`config.mk`:
```
export PLATFORM = sky130hd
export DESIGN_NAME = oserdes_error_monitor
export DESIGN_NICKNAME = d
export VERILOG_FILES = /design/src/rtl/oserdes_test_pkg.sv /design/src/rtl/oserdes_error_monitor_err_channel.sv /design/src/rtl/oserdes_error_monitor.sv
export SDC_FILE = /design/constraint.sdc
export NUM_CORES = 1
export LEC_CHECK = 0
export BUFFER_PORTS_ARGS = -buffer_cell sky130_fd_sc_hd__buf_2
export CAP_MARGIN = 20
export CORE_MARGIN = 2
export CORE_UTILIZATION = 40
export CTS_CLUSTER_DIAMETER = 120
export DETAILED_ROUTE_END_ITERATION = 6
export PLACE_DENSITY = 0.67
export SYNTH_ARGS = -nofsm -noshare
export SYNTH_HDL_FRONTEND = slang
export SYNTH_SLANG_ARGS = --single-unit
```
`constraint.sdc`:
```
create_clock -name clk -period 2.15 [get_ports clk]
set_input_delay 0.5375 -clock clk [delete_from_list [all_inputs] [get_ports clk]]
set_output_delay 0.5375 -clock clk [all_outputs]
set_load 0.01 [all_outputs]
```
`src/rtl/oserdes_test_pkg.sv`:
```
// Shared definitions for the OSERDES rate-test status logic.
//   - report-word field layout: {channel index [RPT_IDX_W-1:0], count [CNT_W-1:0]}
//   - report FSM state encoding
//   - saturating increment helper used by the per-channel counters
package oserdes_test_pkg;

  // Report word layout. The count occupies the low bits starting at
  // RPT_CNT_LSB. The channel index sits directly above it, starting at CNT_W.
  localparam int unsigned RPT_IDX_W   = 8;
  localparam int unsigned RPT_CNT_LSB = 0;

  typedef enum logic [1:0] {
    ST_IDLE = 2'd0,
    ST_LOAD = 2'd1,
    ST_SEND = 2'd2
  } rpt_state_t;

  // Counters up to SAT_W bits wide are handled by the helper.
  localparam int unsigned SAT_W = 32;

  function automatic logic [SAT_W-1:0] sat_inc(input logic [SAT_W-1:0] val,
                                               input logic [SAT_W-1:0] max_val);
    return (val >= max_val) ? val : val + 1'b1;
  endfunction

endpackage

```
`src/rtl/oserdes_error_monitor_err_channel.sv`:
```
// One monitored channel: a sticky error flag and a saturating error counter.
// Ports:
//   clk, RST  - fabric clock and synchronous active-high reset
//   clr       - clears flag and counter; has priority over err
//   armed     - err is ignored while low (warm-up window)
//   err       - error strobe, sampled every cycle
//   sticky    - set by the first counted error, held until RST/clr
//   cnt       - error count, saturates at 2**CNT_W-1
module err_channel
  import oserdes_test_pkg::*;
#(
  parameter int unsigned CNT_W = 16
) (
  input  logic             clk,
  input  logic             RST,
  input  logic             clr,
  input  logic             armed,
  input  logic             err,
  output logic             sticky,
  output logic [CNT_W-1:0] cnt
);

  localparam logic [SAT_W-1:0] CNT_MAX = SAT_W'((64'd1 << CNT_W) - 64'd1);

  always_ff @(posedge clk) begin
    if (RST || clr) begin
      sticky <= 1'b0;
      cnt    <= '0;
    end else if (armed && err) begin
      sticky <= 1'b1;
      cnt    <= CNT_W'(sat_inc(SAT_W'(cnt), CNT_MAX));
    end
  end

endmodule

```
`src/rtl/oserdes_error_monitor.sv`:
```
// Multi-channel status collector for the OSERDES rate test harness.
// Masks a warm-up window after RST/clr, keeps per-channel sticky flags and
// saturating counts, and periodically streams one report word per channel.
// Ports:
//   clk, RST    - fabric clock, synchronous active-high reset
//   clr         - pulse: clear counts/flags, restart warm-up
//   err_in      - per-channel error strobes
//   armed       - warm-up window has elapsed
//   err_sticky  - per-channel sticky error flags
//   ok_n        - LED drive, ~err_sticky gated by armed
//   hb          - heartbeat (bit HB_BIT of a free-running 25-bit counter)
//   rpt_valid, rpt_ready, rpt_data, rpt_last - report stream,
//                 rpt_data = {channel index [7:0], count [CNT_W-1:0]}
module oserdes_error_monitor
  import oserdes_test_pkg::*;
#(
  parameter int unsigned N_CH          = 10,
  parameter int unsigned CNT_W         = 16,
  parameter int unsigned WARMUP_CYCLES = 1024,
  parameter int unsigned REPORT_PERIOD = 2**20,
  parameter int unsigned HB_BIT        = 23
) (
  input  logic                      clk,
  input  logic                      RST,
  input  logic                      clr,
  input  logic [N_CH-1:0]           err_in,
  output logic                      armed,
  output logic [N_CH-1:0]           err_sticky,
  output logic [N_CH-1:0]           ok_n,
  output logic                      hb,
  output logic                      rpt_valid,
  input  logic                      rpt_ready,
  output logic [RPT_IDX_W+CNT_W-1:0] rpt_data,
  output logic                      rpt_last
);

  localparam int unsigned WU_W  = (WARMUP_CYCLES > 1) ? $clog2(WARMUP_CYCLES) : 1;
  localparam int unsigned TMR_W = $clog2(REPORT_PERIOD);
  localparam int unsigned CH_W  = (N_CH > 1) ? $clog2(N_CH) : 1;
  localparam int unsigned HB_W  = 25;

  // ---------------- warm-up ----------------
  logic [WU_W-1:0] wu_cnt;

  always_ff @(posedge clk) begin
    if (RST || clr) begin
      wu_cnt <= '0;
      armed  <= 1'b0;
    end else if (!armed) begin
      if (wu_cnt == WU_W'(WARMUP_CYCLES - 1))
        armed <= 1'b1;
      else
        wu_cnt <= wu_cnt + 1'b1;
    end
  end

  // ---------------- channels ----------------
  logic [CNT_W-1:0] cnt_arr [N_CH];

  for (genvar k = 0; k < N_CH; k++) begin : g_ch
    err_channel #(.CNT_W(CNT_W)) u_ch (
      .clk    (clk),
      .RST    (RST),
      .clr    (clr),
      .armed  (armed),
      .err    (err_in[k]),
      .sticky (err_sticky[k]),
      .cnt    (cnt_arr[k])
    );
  end

  always_comb ok_n = ~err_sticky & {N_CH{armed}};

  // ---------------- heartbeat ----------------
  logic [HB_W-1:0] hb_cnt;

  always_ff @(posedge clk) begin
    if (RST) hb_cnt <= '0;
    else     hb_cnt <= hb_cnt + 1'b1;
  end

  always_comb hb = hb_cnt[HB_BIT];

  // ---------------- report FSM ----------------
  rpt_state_t       state, state_d;
  logic [TMR_W-1:0] tmr;
  logic [CH_W-1:0]  ch;
  logic             tmr_done;
  logic             ch_last;
  logic             hs;

  always_comb begin
    tmr_done = (tmr == TMR_W'(REPORT_PERIOD - 1));
    ch_last  = (ch == CH_W'(N_CH - 1));
    hs       = rpt_valid && rpt_ready;
  end

  always_ff @(posedge clk) begin
    if (RST) state <= ST_IDLE;
    else     state <= state_d;
  end

  always_comb begin
    state_d = state;
    unique case (state)
      ST_IDLE: if (tmr_done) state_d = ST_LOAD;
      ST_LOAD: state_d = ST_SEND;
      ST_SEND: if (hs) state_d = rpt_last ? ST_IDLE : ST_LOAD;
      default: state_d = ST_IDLE;
    endcase
  end

  // The word is captured in LOAD and only touched again at the next LOAD,
  // so later increments or clr cannot disturb a word being presented.
  always_ff @(posedge clk) begin
    if (RST) begin
      tmr       <= '0;
      ch        <= '0;
      rpt_valid <= 1'b0;
      rpt_last  <= 1'b0;
      rpt_data  <= '0;
    end else begin
      unique case (state)
        ST_IDLE: begin
          if (tmr_done) begin
            tmr <= '0;
            ch  <= '0;
          end else begin
            tmr <= tmr + 1'b1;
          end
        end
        ST_LOAD: begin
          rpt_data  <= {RPT_IDX_W'(ch), cnt_arr[ch]};
          rpt_last  <= ch_last;
          rpt_valid <= 1'b1;
        end
        ST_SEND: begin
          if (hs) begin
            rpt_valid <= 1'b0;
            if (rpt_last) begin
              rpt_last <= 1'b0;
              tmr      <= '0;
            end else begin
              ch <= ch + 1'b1;
            end
          end
        end
        default: ;
      endcase
    end
  end

endmodule

```
==> results of run 1 <==
final timing paths:
kind,start,end,slack (ns),depth (start not counted)
max,ch[0]$_SDFFE_PP0P_,rpt_data[0]$_SDFFE_PP0P_,0.11,3
min,rpt_ready,rpt_valid$_SDFFE_PP0P_,0.26,2
max reg2reg,ch[0]$_SDFFE_PP0P_,rpt_data[0]$_SDFFE_PP0P_,0.11,3
min reg2reg,hb_cnt[0]$_SDFF_PP0_,hb_cnt[0]$_SDFF_PP0_,0.46,1
power by group through the flow:
stage | Clock [mW] | Sequential (mW) | Combinational (mW)
floorplan | 0 | 4.81 | 0.103
global placement | 0 | 4.81 | 0.174
detailed placement | 0 | 4.81 | 0.176
CTS | 4.73 | 4.71 | 0.177
global route | 4.94 | 4.71 | 0.193
finish | 4.63 | 4.71 | 0.177
worst max-delay path, stage by stage, from the launching register on:
cell,delay (ns)
dfxtp_4,0.73
mux4_2,0.57
mux2i_1,0.36
o221ai_1,0.19
sequential cells by signal, summed over array words and instances (netlist names), 2 cells and up:
| signal | count |
|---|---|
| ch | 4 |
| g_ch.u_ch.cnt | 160 |
| state | 2 |
| wu_cnt | 10 |
| tmr | 20 |
| hb_cnt | 24 |
| rpt_data | 20 |
| g_ch.u_ch.sticky | 10 |
final cells by class:
| class | instances | share of cell area |
|---|---|---|
| clock buffers | 44 | 0.0562 |
| clock inverters | 5 | 0.00338 |
| flip-flops and latches | 253 | 0.342 |
| inverters | 23 | 0.00583 |
| multi-input cells | 1128 | 0.508 |
| well taps | 442 | 0.0373 |
| repair buffers | 107 | 0.0474 |
layer usage:
metal | GRT usage | routed length (um)
met5 | 0 | 0
met2 | 0.322 | 15200
met1 | 0.274 | 15800
met3 | 0.0231 | 1590
met4 | 0.0515 | 843
metrics by stage:
stage	setup slack [ns]	hold slack (ns)	utilization
6_report	0.114	0.264	0.459
5_1_grt	0.0168	0.256	0.459
4_1_cts	0.140	0.239	0.459
3_5_place_dp	0.149	0.456	0.430
3_3_place_gp	0.175	0.442	0.430
2_1_floorplan	0.254	0.426	-
logic make-up after synthesis:
family,synth area share
AOI/OAI and AO/OA,0.113
xor gates and xnor gates,0.0927
adders and majority gates,0.0144
buffers and inverters,0.0364
DFF,0.388
muxes,0.0852
other,0.000287
and+or+nand+nor,0.270
layout by cell type, fill, tap and decap left out, types with 16 or more instances in the layout:
cell type    n
or4_1       18
nand4_1     58
mux2i_1     39
dfxtp_1    250
nand2_1    120
buf_4       46
nor3_1      32
or3_1       21
inv_1       23
xnor2_1     83
o221ai_1    16
mux4_2      32
a211oi_1    22
and3_1      27
a21oi_1     67
nor2_1     194
clkbuf_16   29
nand3_1     91
o21ai_0     34
buf_2       57
xor2_1      55
and4_1      24
what timing repair did:
action | CTS | global route
setup endpoints to repair | 10 | 0
resized for setup | 1 | 0
buffers inserted | 5 | 0
==> summary.txt, run 1 <==
Placement
  – Placed cell count: about 1900
  – Number of buffers inserted by port buffering: 57
  – DPL Wire Length: ~24 mm
  – Final GP Congestion: 0.852
  – Cell area after placement: roughly 14000 um^2

Critical path
  – Type of destination of the critical path: flip-flop
  – CP Data Required Time: between 2 and 3 ns
  – Maximum fanout encountered on the critical timing path: 35
  – Startpoint class of the critical path: flip-flop
  – Worst path arrival time: 2.42 ns
  – Critical Setup Path Class: reg -> reg

Logic synthesis
  – Flip-flop and latch count after synthesis: approximately 250
  – Library cell occupying the most area in the post-synthesis netlist: dfxtp_1
  – Top-count cell post-synth: dfxtp_1
  – Count of flip-flops with a built-in enable after synthesis: 0
  – Yosys Warn Count: 0
  – Cell Area, Synth: around 13000 um^2
  – Syn avg cell area: between 8 and 9 um^2
  – Async S/R FF share, synth: 0
  – Share of the synthesized area in the top cell type: 0.388
  – Synthesized instance count: about 1500
  – Fraction of the yosys area taken by sequential cells: 0.388
  – Count of different cell masters after synthesis: between 70 and 80
  – Largest cells by area after synthesis: dfxtp_1 (39%), nor2_1 (5.6%), xnor2_1 (5.6%)
  – Commonest cells in the synthesized netlist: dfxtp_1 (253), nor2_1 (195), nand2_1 (120)
  – Leading register cell type out of synthesis: dfxtp_1

Routing
  – Detailed Routing Iterations Pass 1: 5
  – Vias per cell: 5.58
  – Remaining routing DRC violations: 0
  – Per-cell routed wire length: between 15 and 20 um
  – Antenna Nets Post-Route: 0
  – Count of routing violations after the opening detailed-route iteration: roughly 700
  – Vias: ~11000
  – Routed wire length: roughly 33 mm

Power and ir drop
  – Max rail drop VDD: a little over 700 uV
  – Overall Power: roughly 9.5 mW
  – Power density normalized to cell area: 642 nW/um^2
  – Proportion of power drawn by combinational gates: 0.019
  – Power share of the sequential group: 0.495
  – Reported leakage power: 4.78 nW
  – Clock share of power: 0.487
  – Switch Pwr: between 2 and 2.5 mW
  – Design internal power: approximately 7.5 mW
  – Switching power as a share of total power: 0.213

Clock tree
  – TritonCTS sink count: ~250
  – Root buf cell: clkbuf_16
  – Quantity of hold-fixing buffers added after cts: 0
  – Number of H-tree levels: 1
  – Insertion delay to the later sink of the worst-skew pair: approximately 0.54 ns
  – Clock buffers created by TritonCTS: 28
  – Clock edge transition at the registers on the reported setup and hold paths: ~0.060 ns
  – CTS tree: built
  – Max Buffers Root-to-Sink: 3

Timing
  – Setup repair after global routing missed its margin: false
  – Number of slew-limit violations in the final report: 0
  – Final period util: 0.947
  – Post-route setup TNS: 0 ns
  – Number of setup violations in the final report: 0
  – Clock Skew: 0.0116 ns
  – Relative slew slack: 0.573
  – Number of hold-slack violations in the final timing report: 0
  – Max Clock Freq: approximately 490 MHz
  – Time the final worst path needs with I/O delays and setup: about 2.0 ns
  – Worst Tran Pin Value: 0.638 ns

Cells and area
  – Combined flip-flop and latch cell area: 5070 um^2
  – Final layout net count: between 1500 and 2000
  – Multi-input combinational cell area: between 7000 and 8000 um^2
  – Synth-to-layout area growth: 13.6%
  – Non-Filler Instances: about 2000
  – Total of fill cells in the finished design: around 3000
  – Layout cells sized above 1: 0.131
  – Total non-filler cell area in the finished layout: around 15000 um^2
  – Antenna diodes: 0

Floorplan
  – Starting density of the core: 0.404
  – Num ports: 62
  – Standard-cell rows: between 60 and 70
  – Total Die Area: about 34000 um^2
  – Placeable core region: ~32000 um^2
  – Floorplan die height: between 150 and 200 um
  – Die Span X: 185 um

Global route
  – Global Route Usage Sum: 0.196
  – Vias in the first global route: roughly 10000
  – Wire length of the first global-routing pass: 54.3 mm
  – GRT overflow: 0
  – Antenna violations before repair: 0
  – Pin count of the biggest net entering global routing: 36

Outcome
  – Run status: complete, no violations

Hold path
  – Class of the tightest hold or removal check: in -> reg

Job
  – # Max-Cap Violations: 0
No activity file was read; power rests on OpenSTA's default activity.
==> run 2, diff against run 1 <==
- MAX_ROUTING_LAYER: default -> met4
- clock period: 2.15 -> 2.6 ns (I/O delays scaled with it)
==> summary.txt, run 2 (synthesis results as in run 1) <==
Floorplan
  – Floorplan die height: 185 um (unchanged)
  – Num ports: 62 (unchanged)
  – Starting density of the core: 0.404 (unchanged)
  – Die Span X: 185 um (unchanged)
  – Placeable core region: 32300 um^2 (unchanged)
  – Standard-cell rows: 66 (unchanged)
  – Total Die Area: 34100 um^2 (unchanged)

Cells and area
  – Layout cells sized above 1: 0.120 (was 0.131)
  – Total of fill cells in the finished design: 3148 (was 3050)
  – Largest regs: g_ch.u_ch.cnt x160, hb_cnt x24 (unchanged)
  – Antenna diodes: 0 (unchanged)
  – Multi-input combinational cell area: 7520 um^2 (unchanged)
  – Combined flip-flop and latch cell area: 5070 um^2 (unchanged)
  – Commonest cells after routing, fill and taps aside: dfxtp_1 (250), nor2_1 (194), nand2_1 (120) (unchanged)
  – Largest Register: g_ch.u_ch.cnt (unchanged)
  – Most common library cell in the layout ignoring fill and taps: dfxtp_1 (unchanged)
  – Final layout net count: 1547 (was 1570)
  – Flip-flop count of the largest register, all copies and words added: 160 (unchanged)
  – Synth-to-layout area growth: 12.4% (was 13.6%)
  – Share of the core filled with cells: 0.454 (was 0.459)

Outcome
  – Run status: complete, no violations (unchanged)

Power and ir drop
  – Power density normalized to cell area: 546 nW/um^2 (was 642 nW/um^2)
  – Reported leakage power: 4.68 nW (was 4.78 nW)
  – Max rail drop VDD: 546 uV (was 710 uV)

Timing
  – Worst Tran Pin Value: 0.887 ns (was 0.638 ns)
  – Number of hold-slack violations in the final timing report: 0 (unchanged)
  – Post-route setup TNS: 0 ns (unchanged)
  – Number of setup violations in the final report: 0 (unchanged)
  – Number of slew-limit violations in the final report: 0 (unchanged)
  – Clock Skew: 0.0165 ns (was 0.0116 ns)
  – Setup repair after global routing missed its margin: false (unchanged)
  – Relative slew slack: 0.409 (was 0.573)
  – Max Clock Freq: 425 MHz
  – Time the final worst path needs with I/O delays and setup: roughly 2.4 ns
  – Final period util: 0.904

Critical path
  – Critical Setup Path Class: reg -> out (was reg -> reg)
  – CP Data Required Time: 1.95 ns (was 2.54 ns)
  – Crit-path cells: buf_4 > nor2b_1 > buf_2 (was mux4_2 > mux2i_1 > o221ai_1)
  – Max stage delay on crit path: 0.55 ns (was 0.73 ns)
  – Maximum fanout encountered on the critical timing path: 25 (was 35)
  – Slowest CP cell: dfxtp_4 (unchanged)
  – Type of destination of the critical path: primary output (was flip-flop)
  – Startpoint class of the critical path: flip-flop (unchanged)
  – Worst path arrival time: 1.70 ns (was 2.42 ns)
  – Dominant delay contributor by cell family on the critical path: flip-flops (was multiplexers)
  – Worst Path Buf+Inv: 2 (was 0)

Placement
  – Number of buffers inserted by port buffering: 57 (unchanged)
  – DPL Wire Length: 24.1 mm (was 24.4 mm)
  – Final GP Congestion: 0.901 (was 0.852)

Global route
  – Antenna violations before repair: 0 (unchanged)
  – GRT overflow: 0 (unchanged)
  – Global Route Usage Sum: 0.200 (was 0.196)
  – Vias in the first global route: 10189 (was 10389)
  – Pin count of the biggest net entering global routing: 54 (was 36)
  – Wire length of the first global-routing pass: 53.7 mm (was 54.3 mm)

Clock tree
  – Post-cts repair resize count: 0 (was 1)
  – TritonCTS sink count: 253 (unchanged)
  – CTS tree: built (unchanged)
  – Root buf cell: clkbuf_16 (unchanged)
  – Quantity of hold-fixing buffers added after cts: 0 (unchanged)
  – Clock edge transition at the registers on the reported setup and hold paths: 0.06 ns (about the same)
  – Number of H-tree levels: 1 (unchanged)
  – Setup fix buffers added after clock tree synthesis: 0 (was 5)
  – Insertion delay to the later sink of the worst-skew pair: 0.55 ns (was 0.54 ns)
  – Max Buffers Root-to-Sink: 3 (unchanged)
  – Clock buffers created by TritonCTS: 28 (unchanged)

Routing
  – Routed wire length: 33.3 mm (was 33.5 mm)
  – Remaining routing DRC violations: 0 (unchanged)
  – Detailed Routing Iterations Pass 1: 5 (unchanged)
  – Antenna Nets Post-Route: 0 (unchanged)
  – Count of routing violations after the opening detailed-route iteration: 804 (was 709)
  – Per-cell routed wire length: 16.8 um (was 16.7 um)
  – Vias per cell: 5.65 (was 5.58)
  – Vias: 11185 (was 11171)

Job
  – # Max-Cap Violations: 0 (unchanged)

Hold path
  – Class of the tightest hold or removal check: in -> reg (unchanged)
run 2: changes by cell type in the layout (fill, tap and decap cells not counted):
| cell | delta |
|---|---|
| buf_4 | -20 |
| clkbuf_1 | -2 |
| inv_6 | +1 |
| buf_12 | -2 |
| clkbuf_8 | +3 |
| buf_6 | -1 |
run 2: worst paths after layout:
| path | from | end | slack [ns] | cells after the start |
|---|---|---|---|---|
| setup / recovery | armed$_SDFF_PP0_ | ok_n[0] | 0.25 | 3 |
| hold / removal | rpt_ready | rpt_valid$_SDFFE_PP0P_ | 0.39 | 2 |
| setup reg to reg | ch[0]$_SDFFE_PP0P_ | rpt_data[9]$_SDFFE_PP0P_ | 0.43 | 3 |
| hold reg to reg | hb_cnt[0]$_SDFF_PP0_ | hb_cnt[0]$_SDFF_PP0_ | 0.47 | 1 |
run 2: metal layers:
metal | global-route usage | vias to the layer above | wire (um)
met1 | 0.271 | 5403 | 15600
met2 | 0.321 | 272 | 15400
met4 | 0.0406 | 0 | 510
met3 | 0.0237 | 44 | 1780
met5 | - | - | 0
li1 | - | 5466 | -
run 2: layout make-up:
type	instances	area share
flip-flops and latches	253	0.346
multi-input cells	1128	0.513
well taps	442	0.0377
clock buffers	45	0.0591
repair buffers	84	0.0341
inverters	23	0.00589
clock inverters	6	0.00401
run 2: worst register-to-register path, cell delays in order (launching register included):
cell,delay [ns]
dfxtp_4,0.93
mux4_2,0.64
mux2i_1,0.28
o221ai_1,0.17
run 2: metrics by stage:
stage | cells | setup slack [ns] | hold WS, ns | area [um^2] | power [mW]
floorplan | 1487 | 0.591 | 0.426 | 13100 | 4.06
global placement | 1929 | 0.448 | 0.441 | 13700 | 4.12
detailed placement | 1929 | 0.439 | 0.468 | 13700 | 4.12
CTS | 1980 | 0.00409 | 0.382 | 14600 | 8.08
global route | 1981 | 0.163 | 0.381 | 14700 | 8.26
finish | 1981 | 0.249 | 0.385 | 14700 | 8.01
run 2: power by group:
group	switching [mW]	leakage (nW)	internal [mW]
registers	0.00970	2.04	3.88
logic	0.106	2.18	0.0382
clock network	1.60	0.459	2.36
total	1.72	4.68	6.29
